==> src/rtl/sram_data_controller.sv <==
// sram_data_controller
//
// Data-memory responder for the MEM stage. A 32-bit load or store is turned
// into two 16-bit accesses on an external asynchronous SRAM. The low
// half-word goes first, then the high half-word. Each half-word phase lasts
// WAIT_CYCLES+1 cycles. While the access is in flight `ready` is low, which
// freezes the pipeline. `ready` rises for exactly one cycle (DONE), and the
// MEM stage advances on that edge.
//
// Ports:
//   clk          clock, all state changes on the rising edge
//   rst          asynchronous active-low reset
//   MEM_W_EN     store request, held until ready
//   MEM_R_EN     load request, held until ready (a store wins if both are set)
//   ALU_Res      byte address (bits [1:0] ignored)
//   Val_Rm       store data
//   read_data    load result, held between loads
//   ready        low = freeze the pipeline
//   sram_addr    SRAM half-word address (registered)
//   sram_dq_out  SRAM write data (registered)
//   sram_dq_in   SRAM read data
//   sram_dq_oe   data-bus driver enable (registered)
//   sram_we_n    SRAM write strobe, active-low (registered)
//
// Optional feature (compile-time macro SRAM_READ_HOLD_EN):
//   This adds a one-entry {valid, word index, data} hold register. A load that
//   hits the entry skips the SRAM and finishes in cycle 1. Every completed
//   SRAM load refills the entry. A store to the held index updates the held
//   data.

module sram_data_controller #(
  parameter int          N           = 32,
  parameter int          SRAM_AW     = 18,
  parameter int unsigned BASE_ADDR   = 1024,
  parameter int          WAIT_CYCLES = 2
) (
  input  logic               clk,
  input  logic               rst,
  input  logic               MEM_W_EN,
  input  logic               MEM_R_EN,
  input  logic [N-1:0]       ALU_Res,
  input  logic [N-1:0]       Val_Rm,
  output logic [N-1:0]       read_data,
  output logic               ready,
  output logic [SRAM_AW-1:0] sram_addr,
  output logic [15:0]        sram_dq_out,
  input  logic [15:0]        sram_dq_in,
  output logic               sram_dq_oe,
  output logic               sram_we_n
);

  // Word index width: one SRAM address bit selects the half-word.
  localparam int WIDX_W = SRAM_AW - 1;
  // The counter must hold WAIT_CYCLES. It keeps at least one bit so the
  // width is legal when WAIT_CYCLES is 0.
  localparam int CW = (WAIT_CYCLES > 0) ? $clog2(WAIT_CYCLES + 1) : 1;
  localparam logic [CW-1:0] CNT_RELOAD = CW'(WAIT_CYCLES);

  typedef enum logic [1:0] {IDLE, LOW, HIGH, DONE} state_t;

  state_t state_reg, state_next;

  logic [CW-1:0]      cnt_reg, cnt_next;
  logic               is_store_reg, is_store_next;
  logic [WIDX_W-1:0]  widx_reg, widx_next;
  logic [15:0]        wdata_hi_reg, wdata_hi_next;
  logic [15:0]        low_reg, low_next;
  logic [N-1:0]       read_data_reg, read_data_next;
  logic [SRAM_AW-1:0] sram_addr_reg, sram_addr_next;
  logic [15:0]        dq_out_reg, dq_out_next;
  logic               oe_reg, oe_next;
  logic               we_n_reg, we_n_next;

  logic              req;
  logic [N-1:0]      offset;
  logic [WIDX_W-1:0] req_widx;

  assign req = MEM_W_EN | MEM_R_EN;

  // The subtraction is done at full width. The shifted result is then
  // truncated, so addresses outside the window wrap modulo the SRAM size.
  assign offset   = ALU_Res - N'(BASE_ADDR);
  assign req_widx = WIDX_W'(offset >> 2);

`ifdef SRAM_READ_HOLD_EN
  logic              hold_valid_reg, hold_valid_next;
  logic [WIDX_W-1:0] hold_idx_reg, hold_idx_next;
  logic [N-1:0]      hold_data_reg, hold_data_next;
  logic              hold_hit;
  logic              hold_match;

  assign hold_match = hold_valid_reg & (hold_idx_reg == req_widx);
  // Only a pure load can hit. A store (even with MEM_R_EN set) must reach the SRAM.
  assign hold_hit   = hold_match & ~MEM_W_EN & MEM_R_EN;
`endif

  // ---------------------------------------------------------------- state register
  always_ff @(posedge clk or negedge rst) begin
    if (!rst) begin
      state_reg <= IDLE;
    end else begin
      state_reg <= state_next;
    end
  end

  // ---------------------------------------------------------------- next-state logic
  always_comb begin
    state_next = state_reg;
    case (state_reg)
      IDLE: begin
        if (req) begin
          state_next = LOW;
`ifdef SRAM_READ_HOLD_EN
          if (hold_hit) state_next = DONE;
`endif
        end
      end
      LOW:     if (cnt_reg == '0) state_next = HIGH;
      HIGH:    if (cnt_reg == '0) state_next = DONE;
      DONE:    state_next = IDLE;
      default: state_next = IDLE;
    endcase
  end

  // ---------------------------------------------------------------- output / datapath logic
  // SRAM pins are registered. Each value is computed here for the state being
  // entered, so the pins are already correct in the first cycle of a phase.
  always_comb begin
    cnt_next       = cnt_reg;
    is_store_next  = is_store_reg;
    widx_next      = widx_reg;
    wdata_hi_next  = wdata_hi_reg;
    low_next       = low_reg;
    read_data_next = read_data_reg;
    sram_addr_next = sram_addr_reg;
    dq_out_next    = dq_out_reg;
    oe_next        = oe_reg;
    we_n_next      = we_n_reg;
`ifdef SRAM_READ_HOLD_EN
    hold_valid_next = hold_valid_reg;
    hold_idx_next   = hold_idx_reg;
    hold_data_next  = hold_data_reg;
`endif
    case (state_reg)
      IDLE: begin
        if (req) begin
          // Capture everything once. Later input changes are ignored until
          // the FSM is back in IDLE.
          is_store_next  = MEM_W_EN;
          widx_next      = req_widx;
          wdata_hi_next  = Val_Rm[31:16];
          cnt_next       = CNT_RELOAD;
          sram_addr_next = {req_widx, 1'b0};
          dq_out_next    = Val_Rm[15:0];
          oe_next        = MEM_W_EN;
          we_n_next      = ~MEM_W_EN;
`ifdef SRAM_READ_HOLD_EN
          if (hold_hit) read_data_next = hold_data_reg;
          if (MEM_W_EN && hold_match) hold_data_next = Val_Rm;
`endif
        end
      end
      LOW: begin
        if (cnt_reg == '0) begin
          low_next       = sram_dq_in;
          cnt_next       = CNT_RELOAD;
          sram_addr_next = {widx_reg, 1'b1};
          dq_out_next    = wdata_hi_reg;
        end else begin
          cnt_next = cnt_reg - CW'(1);
        end
      end
      HIGH: begin
        if (cnt_reg == '0) begin
          oe_next   = 1'b0;
          we_n_next = 1'b1;
          if (!is_store_reg) begin
            read_data_next = {sram_dq_in, low_reg};
`ifdef SRAM_READ_HOLD_EN
            hold_valid_next = 1'b1;
            hold_idx_next   = widx_reg;
            hold_data_next  = {sram_dq_in, low_reg};
`endif
          end
        end else begin
          cnt_next = cnt_reg - CW'(1);
        end
      end
      default: ;
    endcase
  end

  // ---------------------------------------------------------------- datapath registers
  // The asynchronous reset aborts an access at once. The write strobe and the
  // bus driver are released without waiting for a clock edge.
  always_ff @(posedge clk or negedge rst) begin
    if (!rst) begin
      cnt_reg       <= '0;
      is_store_reg  <= 1'b0;
      widx_reg      <= '0;
      wdata_hi_reg  <= '0;
      low_reg       <= '0;
      read_data_reg <= '0;
      sram_addr_reg <= '0;
      dq_out_reg    <= '0;
      oe_reg        <= 1'b0;
      we_n_reg      <= 1'b1;
    end else begin
      cnt_reg       <= cnt_next;
      is_store_reg  <= is_store_next;
      widx_reg      <= widx_next;
      wdata_hi_reg  <= wdata_hi_next;
      low_reg       <= low_next;
      read_data_reg <= read_data_next;
      sram_addr_reg <= sram_addr_next;
      dq_out_reg    <= dq_out_next;
      oe_reg        <= oe_next;
      we_n_reg      <= we_n_next;
    end
  end

`ifdef SRAM_READ_HOLD_EN
  always_ff @(posedge clk or negedge rst) begin
    if (!rst) begin
      hold_valid_reg <= 1'b0;
      hold_idx_reg   <= '0;
      hold_data_reg  <= '0;
    end else begin
      hold_valid_reg <= hold_valid_next;
      hold_idx_reg   <= hold_idx_next;
      hold_data_reg  <= hold_data_next;
    end
  end
`endif

  // `ready` is combinational so that an idle pipeline is never stalled.
  assign ready       = (state_reg == DONE) | ~req;
  assign read_data   = read_data_reg;
  assign sram_addr   = sram_addr_reg;
  assign sram_dq_out = dq_out_reg;
  assign sram_dq_oe  = oe_reg;
  assign sram_we_n   = we_n_reg;

endmodule

==> config.mk <==
export PLATFORM = sky130hd
export DESIGN_NAME = sram_data_controller
export DESIGN_NICKNAME = d
export VERILOG_FILES = /design/src/rtl/sram_data_controller.sv
export SDC_FILE = /design/constraint.sdc
export NUM_CORES = 1
export LEC_CHECK = 0
export CORE_UTILIZATION = 60
export CTS_CLUSTER_SIZE = 8
export DETAILED_ROUTE_END_ITERATION = 8
export DONT_BUFFER_PORTS = 1
export PLACE_DENSITY = 0.87
export SYNTH_ARGS = -nofsm -noshare
export SYNTH_HDL_FRONTEND = slang
export SYNTH_SLANG_ARGS = --single-unit
==> constraint.sdc <==
create_clock -name clk -period 2.8 [get_ports clk]
set_input_delay 0.28 -clock clk [delete_from_list [all_inputs] [get_ports clk]]
set_output_delay 0.28 -clock clk [all_outputs]
set_load 0.03 [all_outputs]
# Yosys cells after proc, flatten, opt, wreduce, memory -nomap -nowiden
# Cells that the tools add are included.
dict set report totals {
  reg_bits 122
  output_inout_bits 69
  wordCells 57
}
dict set report op_classes {
  n_addsub 2
  n_eq_ne 7
  n_mux 20
  n_bitwise 5
  reduce_logical 12
}
# operator count
set ops {}
lappend ops {{$mux 18} 2}
lappend ops {{$pmux 18 s2} 1}
lappend ops {{$mux 16} 2}
lappend ops {{$pmux 16 s2} 1}
lappend ops {{$sub 19x11->19 const B} 1}
lappend ops {{$reduce_and 3->1} 5}
lappend ops {{$mux 2} 6}
lappend ops {{$ne 2x2->1 const B} 4}
lappend ops {{$pmux 2 s4} 1}
lappend ops {{$pmux 2 s3} 1}
lappend ops {{$eq 2x2->1 const B} 2}
lappend ops {{$logic_not 2->1} 2}
lappend ops {{$mux 1} 4}
lappend ops {{$pmux 1 s2} 2}
lappend ops {{$reduce_and 2->1} 2}
lappend ops {{$reduce_bool 2->1} 2}
lappend ops {{$not 1->1} 3}
lappend ops {{$reduce_bool 3->1} 1}
lappend ops {{$eq 2x1->1 const B} 1}
lappend ops {{$or 1x1->1} 2}
lappend ops {{$sub 2x1->2 const B} 1}

# Logic depth before layout (Yosys ltp)
# Gate-level depths: netlist of the first run.
dict set report depth {
  depth_word 3
  ltp_mapped 10
  ltp_nobuf 6
}

# Worst setup path after synthesis of the first run
# Ideal clock, no wire load.
dict set report synth_timing {
  kind {reg-to-reg}
  from {register state_reg[0]}
  to {register sram_addr_reg[10] (netlist: sram_addr[10])}
  arrival_ps 1782
  slack_ps 944
  stages_incl_launch_ff 11
  path_buffers 4
  synth_period_minus_slack_ps 1856
  cell_sequence {dfrtp_1 -> inv_1 -> ha_1 -> buf_4 -> or3b_1 -> buf_6 -> o211ai_4 -> buf_6 -> buf_6 -> nand2_1 -> o21ai_2}
}
dict set report synth_via {
  elab_chain_cells 3
}
# element line_no
set synth_rtl {}
lappend synth_rtl {{start, declared} 61} ;# state_t state_reg, state_next;
lappend synth_rtl {{start signal, assigned} 102} ;# state_reg <= state_next;
lappend synth_rtl {{$eq 2x1->1 or $logic_not 2->1 (tied branches)} 144} ;# case (state_reg)
lappend synth_rtl {{$ne 2x2->1 (no line) or $reduce_bool 2->1 (tied branches)} --}
lappend synth_rtl {{$reduce_and 3->1 (no line)} --}
lappend synth_rtl {{end signal, assigned} 215} ;# sram_addr_reg <= sram_addr_next;
lappend synth_rtl {{end, declared} 69} ;# logic [SRAM_AW-1:0] sram_addr_reg, sram_addr_next;
# Several ways; a longest one is shown, not always the timed one.
# A chain may end at the register's enable or synchronous reset.

# Worst setup path in the final report of the first run
dict set report layout_timing {
  from {register state_reg[0]}
  to {register sram_addr_reg[16] (netlist: sram_addr[16])}
}
# The elaborated chain is that of the path after synthesis.

==> summary.md, run 1 <==
| Metric | Value |
|---|---|
| Reg-to-reg startpoint | `state_reg[0]$_DFFE_PN0P_` |
| Fin Clk Skew | `0.008485 ns` |
| Global routing usage on met2 | `44.76%` |
| Row count | `33` |
| Post-synth top area share | `58.13%` |
| CP Launch Type | `flip-flop` |
| DR DRC count | `0` |
| EDFF count, synth | `0` |
| Initial antenna violation count | `0` |
| Status | `complete, but fails checks` |
| Global Route met3 Usage | `10.53%` |
| Main flop type after synthesis | `dfrtp_1` |
| Post-synth ARST share | `between 90% and 100%` |
| Area grow syn2layout | `24.43%` |
| Failing checks | `negative hold slack` |
| P_sw | `roughly 0.0036 W` |
| Max reg flops | `32` |
| Period minus WS final | `2.241 ns` |
| Core Region | `between 8000 and 9000 um^2` |
| Register area share after synthesis | `a little under 60%` |
| Seq pwr share | `47.2%` |
| Largest net degree at the start of global routing | `123` |
| Vias | `roughly 3,400` |
| Max-slew violation count | `0` |
| M1 GR Usage | `29.56%` |
| Number of DRC markers in iteration 0 | `roughly 110` |
| Main area contributors after synthesis | `dfrtp_1 (58%), mux2_2 (16%), mux2i_1 (4.8%), nand2_1 (3.5%), o21ai_0 (3.2%)` |
| DPL Wire Length | `6.806 mm` |
| Critical path class | `flip-flop to flip-flop` |
| Syn Inst Count | `400` |
| Die height | `approximately 95 um` |
| CTS sink cnt | `122` |
| CTS buffer count | `17` |
| Nets | `around 560` |
| RSZ-0062 raised after global routing | `false` |
| Required time of the critical path | `around 3.2 ns` |
| Drt pass-1 iters | `4` |
| Crit path buffers/inverters | `2` |
| Library cells used by synthesis | `39` |
| Cts repair resizes | `0` |
| Worst skew pair latency | `approximately 0.50 ns` |
| Switching Share | `40.38%` |
| TNS Setup | `0 ns` |
| Clock power share | `24.8%` |
| Least-Margin Pin Slew | `around 1 ns` |
| Hold WS | `-0.5336 ns` |
| GR peak layer | `met2` |
| Root Driver | `clkbuf_8` |
| I/O pin cnt | `153` |
| Peak supply drop | `a little under 0.0007 V` |
| WL/cell | `approximately 19 um` |
| Final Cycle Share | `80.03%` |
| Leakage | `approximately 2.8 nW` |
| Maximum buffer depth of the clock tree | `2` |
| Synth Warn # | `0` |
| Cell with the most instances after synthesis | `dfrtp_1` |
| Crit-path cells | `inv_1 -> ha_1 -> or3b_1 -> o211ai_4 -> buf_12 -> a32oi_1 -> o21ai_1` |
| Worst path max stage delay | `0.53 ns` |
| Routed wire length | `11.26 mm` |
| Vias in the first global route | `approximately 3,700` |
| Filler cells | `between 400 and 500` |
| Antenna-violating nets left | `0` |
| PwrDens | `between 1000 and 1500 nW/um^2` |
| GRT Residual Overflow | `0` |
| Global Route Usage Sum | `a little over a quarter` |
| Mapped cell area | `~5200 um^2` |
| Multi-input logic area | `2002 um^2` |
| Placed Area | `~5300 um^2` |
| Syn nets | `between 400 and 500` |
| Fin. Hold Viols | `approximately 120` |
| Port Buffers | `0` |
| H-tree depth | `4` |
| CP max stage cell | `or3b_1` |
| Post-synth top cells | `dfrtp_1 (121), mux2_2 (75), nand2_1 (48), o21ai_0 (33), mux2i_1 (25)` |
| Rel. slew slack | `around a third` |
| Die Area | `9058 um^2` |
| Ant diodes | `0` |
| Die width | `95.18 um` |
| Comb pwr share | `about 28%` |
| Crit path DAT | `2.66 ns` |
| Crit path max fanout | `31` |
| Final Cell Area | `6481 um^2` |
| Reg area | `3054 um^2` |
| Routability cong. | `slightly below 0.8` |
| CP endpoint kind | `flip-flop` |
| Leading area contributor after synthesis | `dfrtp_1` |
| First-pass GRT wire length | `17.59 mm` |
| Yosys reg bits | `122` |
| Post-layout util | `roughly 80%` |
| Max-cap violations | `0` |
| Fmax | `roughly 0.45 GHz` |
| Initial core utilization | `a little over three fifths` |
| Setup crit start | `state_reg[0]$_DFFE_PN0P_` |
| Drt via density | `between 5 and 6` |
| Final-report setup violation count | `0` |
| Largest delay share family, worst path | `compound AO/OA/AOI/OAI gates` |
| Post-synthesis area per instance | `~13 um^2` |
| Clk pin slew, worst setup/hold paths | `around 0.060 ns` |
| HP Class | `input pin to asynchronous set/reset pin` |
| Layout cells sized above 1 | `between 20% and 30%` |
| Pint | `~0.0053 W` |
| CTS tree | `yes` |
-- final timing paths --
check	endpoint	slack, ns	cells after the start
setup reg to reg	sram_addr[16]$_DFFE_PN0P_	0.56	7
hold / removal	read_data[0]$_DFFE_PN0P_	-0.53	0
min in group clk	sram_dq_out[12]$_DFFE_PN0P_	0.02	2
hold reg to reg	widx_reg[11]$_DFFE_PN0P_	0.48	2
max in group asynchronous	sram_we_n$_DFFE_PN1P_	3.15	0
setup / recovery	sram_addr[16]$_DFFE_PN0P_	0.56	7
-- final cells by class --
type                    count  share of cell area, %
well taps                 105                  2.027
multi-input cells         247                  30.89
flip-flops and latches    122                  47.12
inverters                   9                 0.5212
clock inverters            12                  2.529
clock buffers              20                  6.873
repair buffers             65                  10.04
-- cell families after synthesis --
group                    count (synthesis)  share of synthesized area [%]
AO/OA/AOI/OAI                           64                          7.975
XOR/XNOR                                 7                          1.177
adder cells (fa/ha/maj)                  9                          2.162
buffers and inverters                   31                          3.195
flip-flops                             122                          58.64
multiplexers                           100                          21.02
AND/OR/NAND/NOR                         67                          5.837
-- metrics by stage --
stage                     total power, W  setup WS [ns]  instances
after CTS                       0.008909         0.5742        579
final                           0.008917         0.5592        580
after global placement          0.006381         0.6779        488
after global routing            0.009388         0.4192        580
after floorplan                 0.006077         0.9437        400
after detailed placement        0.006592         0.5749        488
-- power by group through the flow --
stage	sequential, W	clock, W	combinational [W]
2_1_floorplan	0.00401	0	0.00206
3_3_place_gp	0.00414	0	0.00224
3_5_place_dp	0.00421	0	0.00238
4_1_cts	0.00419	0.00224	0.00248
5_1_grt	0.00432	0.00233	0.00274
6_report	0.00421	0.00221	0.00250
-- cell usage in the layout, fill, tap and decap left out, types with 2 or more instances in the layout --
cell and n:
mux2_2 75, a21oi_1 5, clkbuf_16 16, ha_1 8
a32oi_1 2, dfrtp_1 121, nor3b_1 2, nand3_1 2
mux2i_1 25, nor2_1 6, o21ai_0 33, dlygate4sd3_1 60
bufinv_16 3, clkbuf_8 3, o211ai_1 2, o21ai_2 10
inv_6 2, clkinvlp_4 4, nor4_2 2, clkinv_4 3
buf_4 4, inv_1 9, o21ai_1 2, a22o_1 2
nand2_1 48, xnor2_1 7
-- metal layers --
layer  up-vias  wire length [um]
li1       1532                 -
met3        16               926
met5         -                 0
met2       136              5684
met1      1679              4510
met4         0               136
-- what timing repair did --
| item | 4_1_cts | 5_1_grt |
|---|---|---|
| setup endpoints to repair | 0 | 0 |
| setup buffers | 0 | 0 |
| hold endpoints to repair | 206 | 123 |
| hold buffers | 59 | 1 |
Power figures use the tool's default switching activity.
==> run 2, diff against run 1 <==
==> constraint.sdc (replaced) <==
create_clock -name clk -period 2.1 [get_ports clk]
set_input_delay 0.21 -clock clk [delete_from_list [all_inputs] [get_ports clk]]
set_output_delay 0.21 -clock clk [all_outputs]
set_load 0.03 [all_outputs]
==> run 2 against run 1 <==
  * The flow still finishes with violations (negative hold slack)
  * Non-clock buffer count is 10 higher
  * Critical path depth unchanged
  * Sequential power rose by 34%
  * Clock power is 30% higher
==> summary.md, run 2 (same netlist as run 1, synthesis figures left out) <==
| Metric | Value |
|---|---|
| Fin Clk Skew | `between 0.008 and 0.009 ns` |
| Placed Instances | `approximately 500` |
| Layout cells sized above 1 | `27.07%` |
| HP Class | `input pin to asynchronous set/reset pin` |
| I/O pin cnt | `about 150` |
| Nets | `~570` |
| Max reg flops | `32` |
| DPL Wire Length | `roughly 6.6 mm` |
| Routability cong. | `0.8123` |
| Die width | `95.18 um` |
| Post-CTS Setup Bufs | `0` |
| Maximum buffer depth of the clock tree | `2` |
| R2r setup slk | `between 0.1 and 0.15 ns` |
| Most frequent cells in the layout | `dfrtp_1 (121), mux2_2 (75), dlygate4sd3_1 (68)` |
| Initial antenna violation count | `0` |
| Max-slew violation count | `0` |
| Initial core utilization | `62.76%` |
| Power, Total | `~0.012 W` |
| Rel. slew slack | `between 50% and 60%` |
| Die height | `95.18 um` |
| First-pass GRT wire length | `approximately 18 mm` |
| Root Driver | `clkbuf_8` |
| WL/cell | `19.67 um` |
| Drt via density | `a little under 6` |
| Core Region | `approximately 8300 um^2` |
| Port Buffers | `0` |
| CP endpoint kind | `flip-flop` |
| Clk pin slew, worst setup/hold paths | `0.06 ns` |
| Fmax | `a little over 0.5 GHz` |
| Failing checks | `negative hold slack` |
| Required time of the critical path | `around 2.5 ns` |
| Filler cells | `about 470` |
| Final Cycle Share | `a little over nine tenths` |
| Final cell count without fillers | `between 500 and 600` |
| Crit-path cells | `inv_1 -> ha_1 -> or3b_1 -> o211ai_4 -> buf_6 -> nand2_1 -> o21ai_0` |
| CTS sink cnt | `122` |
| Least-Margin Pin Slew | `0.6721 ns` |
| Crit path max fanout | `28` |
| CTS buffer count | `17` |
| PnR worst setup slack | `0.1287 ns` |
| Leakage | `just under 3 nW` |
| Area grow syn2layout | `26.62%` |
| Die Area | `9058 um^2` |
| DR DRC count | `0` |
| Most common cell after layout, fill and taps aside | `dfrtp_1` |
| Final-report setup violation count | `0` |
| Drt pass-1 iters | `6` |
| RSZ-0062 raised after global routing | `false` |
| Worst skew pair latency | `0.50 ns` |
| Vias | `3,427` |
| Vias in the first global route | `around 3,700` |
| H-tree depth | `4` |
| Hold WS | `-0.5943 ns` |
| GRT Residual Overflow | `0` |
| TNS Setup | `0 ns` |
| Status | `complete, but fails checks` |
| Ant diodes | `0` |
| Routed wire length | `between 10 and 15 mm` |
| Period minus WS final | `around 2 ns` |
| Global Route Usage Sum | `between 20% and 30%` |
| Hold-fix buffers, CTS | `68` |
| Worst path max stage delay | `0.50 ns` |
| Max-cap violations | `0` |
| Antenna-violating nets left | `0` |
| Number of DRC markers in iteration 0 | `133` |
| Critical path class | `flip-flop to flip-flop` |
| CTS tree | `yes` |
| CP Launch Type | `flip-flop` |
| Row count | `33` |
| Peak supply drop | `between 0.0008 and 0.0009 V` |
| Crit path DAT | `around 2.4 ns` |
| PwrDens | `around 1800 nW/um^2` |
| Largest net degree at the start of global routing | `roughly 120` |
| Fin. Hold Viols | `roughly 120` |
| CP max stage cell | `or3b_1` |
| Dpl ws | `~0.12 ns` |
## run 2: changes by cell type in the layout (fill, tap and decap cells not counted), sizes merged
| cell | previous run | this run |
|---|---|---|
| dlygate4sd3 | 60 | 68 |
| clkinv | 3 | 7 |
| clkbuf | 20 | 17 |
| buf | 5 | 7 |
| clkinvlp | 4 | 2 |
## run 2: critical path, delay by kind of cell, from the launching register on
family                   cells  cell delay (ns)
buffers and inverters        2             0.39
AND/OR/NAND/NOR              2             0.59
AO/OA/AOI/OAI                2             0.29
flip-flops                   1             0.44
adder cells (fa/ha/maj)      1             0.18
## run 2: repair_timing
action | CTS | global route
resized for setup | 0 | 1
setup endpoints to repair | 0 | 2
hold endpoints to repair | 219 | 122
## run 2: cell type report
class	count	area (um^2)	share of cell area, %
multi-input combinational	247	2002	30.35
inverter	9	33.78	0.5122
sequential	122	3054	46.31
clock buffer	17	414.1	6.280
timing repair buffer	75	787.0	11.93
tap	105	131.4	1.992
clock inverter	14	172.7	2.618
## run 2: through the flow
step           area (um^2)  util [%]
5_1_grt               6595     79.47
6_report              6595     79.47
3_3_place_gp          5324     64.15
3_5_place_dp          5324     64.15
2_1_floorplan         5209         -
4_1_cts               6591     79.42
## run 2: per-layer routing
metal  wire [um]  GRT usage (%)  part of all wire, %  vias up
li1            -              -                    -     1542
met1        4464          30.34                   39     1728
met2        6019          46.43                   52      140
met3         944          9.011                  8.1       17
met4         158          11.24                  1.4        0
met5           0              0                    0        -
## run 2: report_power, final
part           total [W]  internal [W]  leakage (nW)  switching, W
sequential       0.00563       0.00355          1.47       0.00208
clock            0.00288       0.00181         0.284       0.00107
combinational    0.00347       0.00176          1.13       0.00170
## run 2: path summary, 6_finish.rpt
path,from,endpoint,depth (start not counted)
setup / recovery,state_reg[0]$_DFFE_PN0P_,sram_dq_out[14]$_DFFE_PN0P_,7
min in group clk,ALU_Res[17],sram_addr[17]$_DFFE_PN0P_,3
setup reg to reg,state_reg[0]$_DFFE_PN0P_,sram_dq_out[14]$_DFFE_PN0P_,7
max in group asynchronous,rst,sram_we_n$_DFFE_PN1P_,0
hold / removal,rst,low_reg[13]$_DFFE_PN0P_,0
hold reg to reg,widx_reg[13]$_DFFE_PN0P_,widx_reg[13]$_DFFE_PN0P_,2
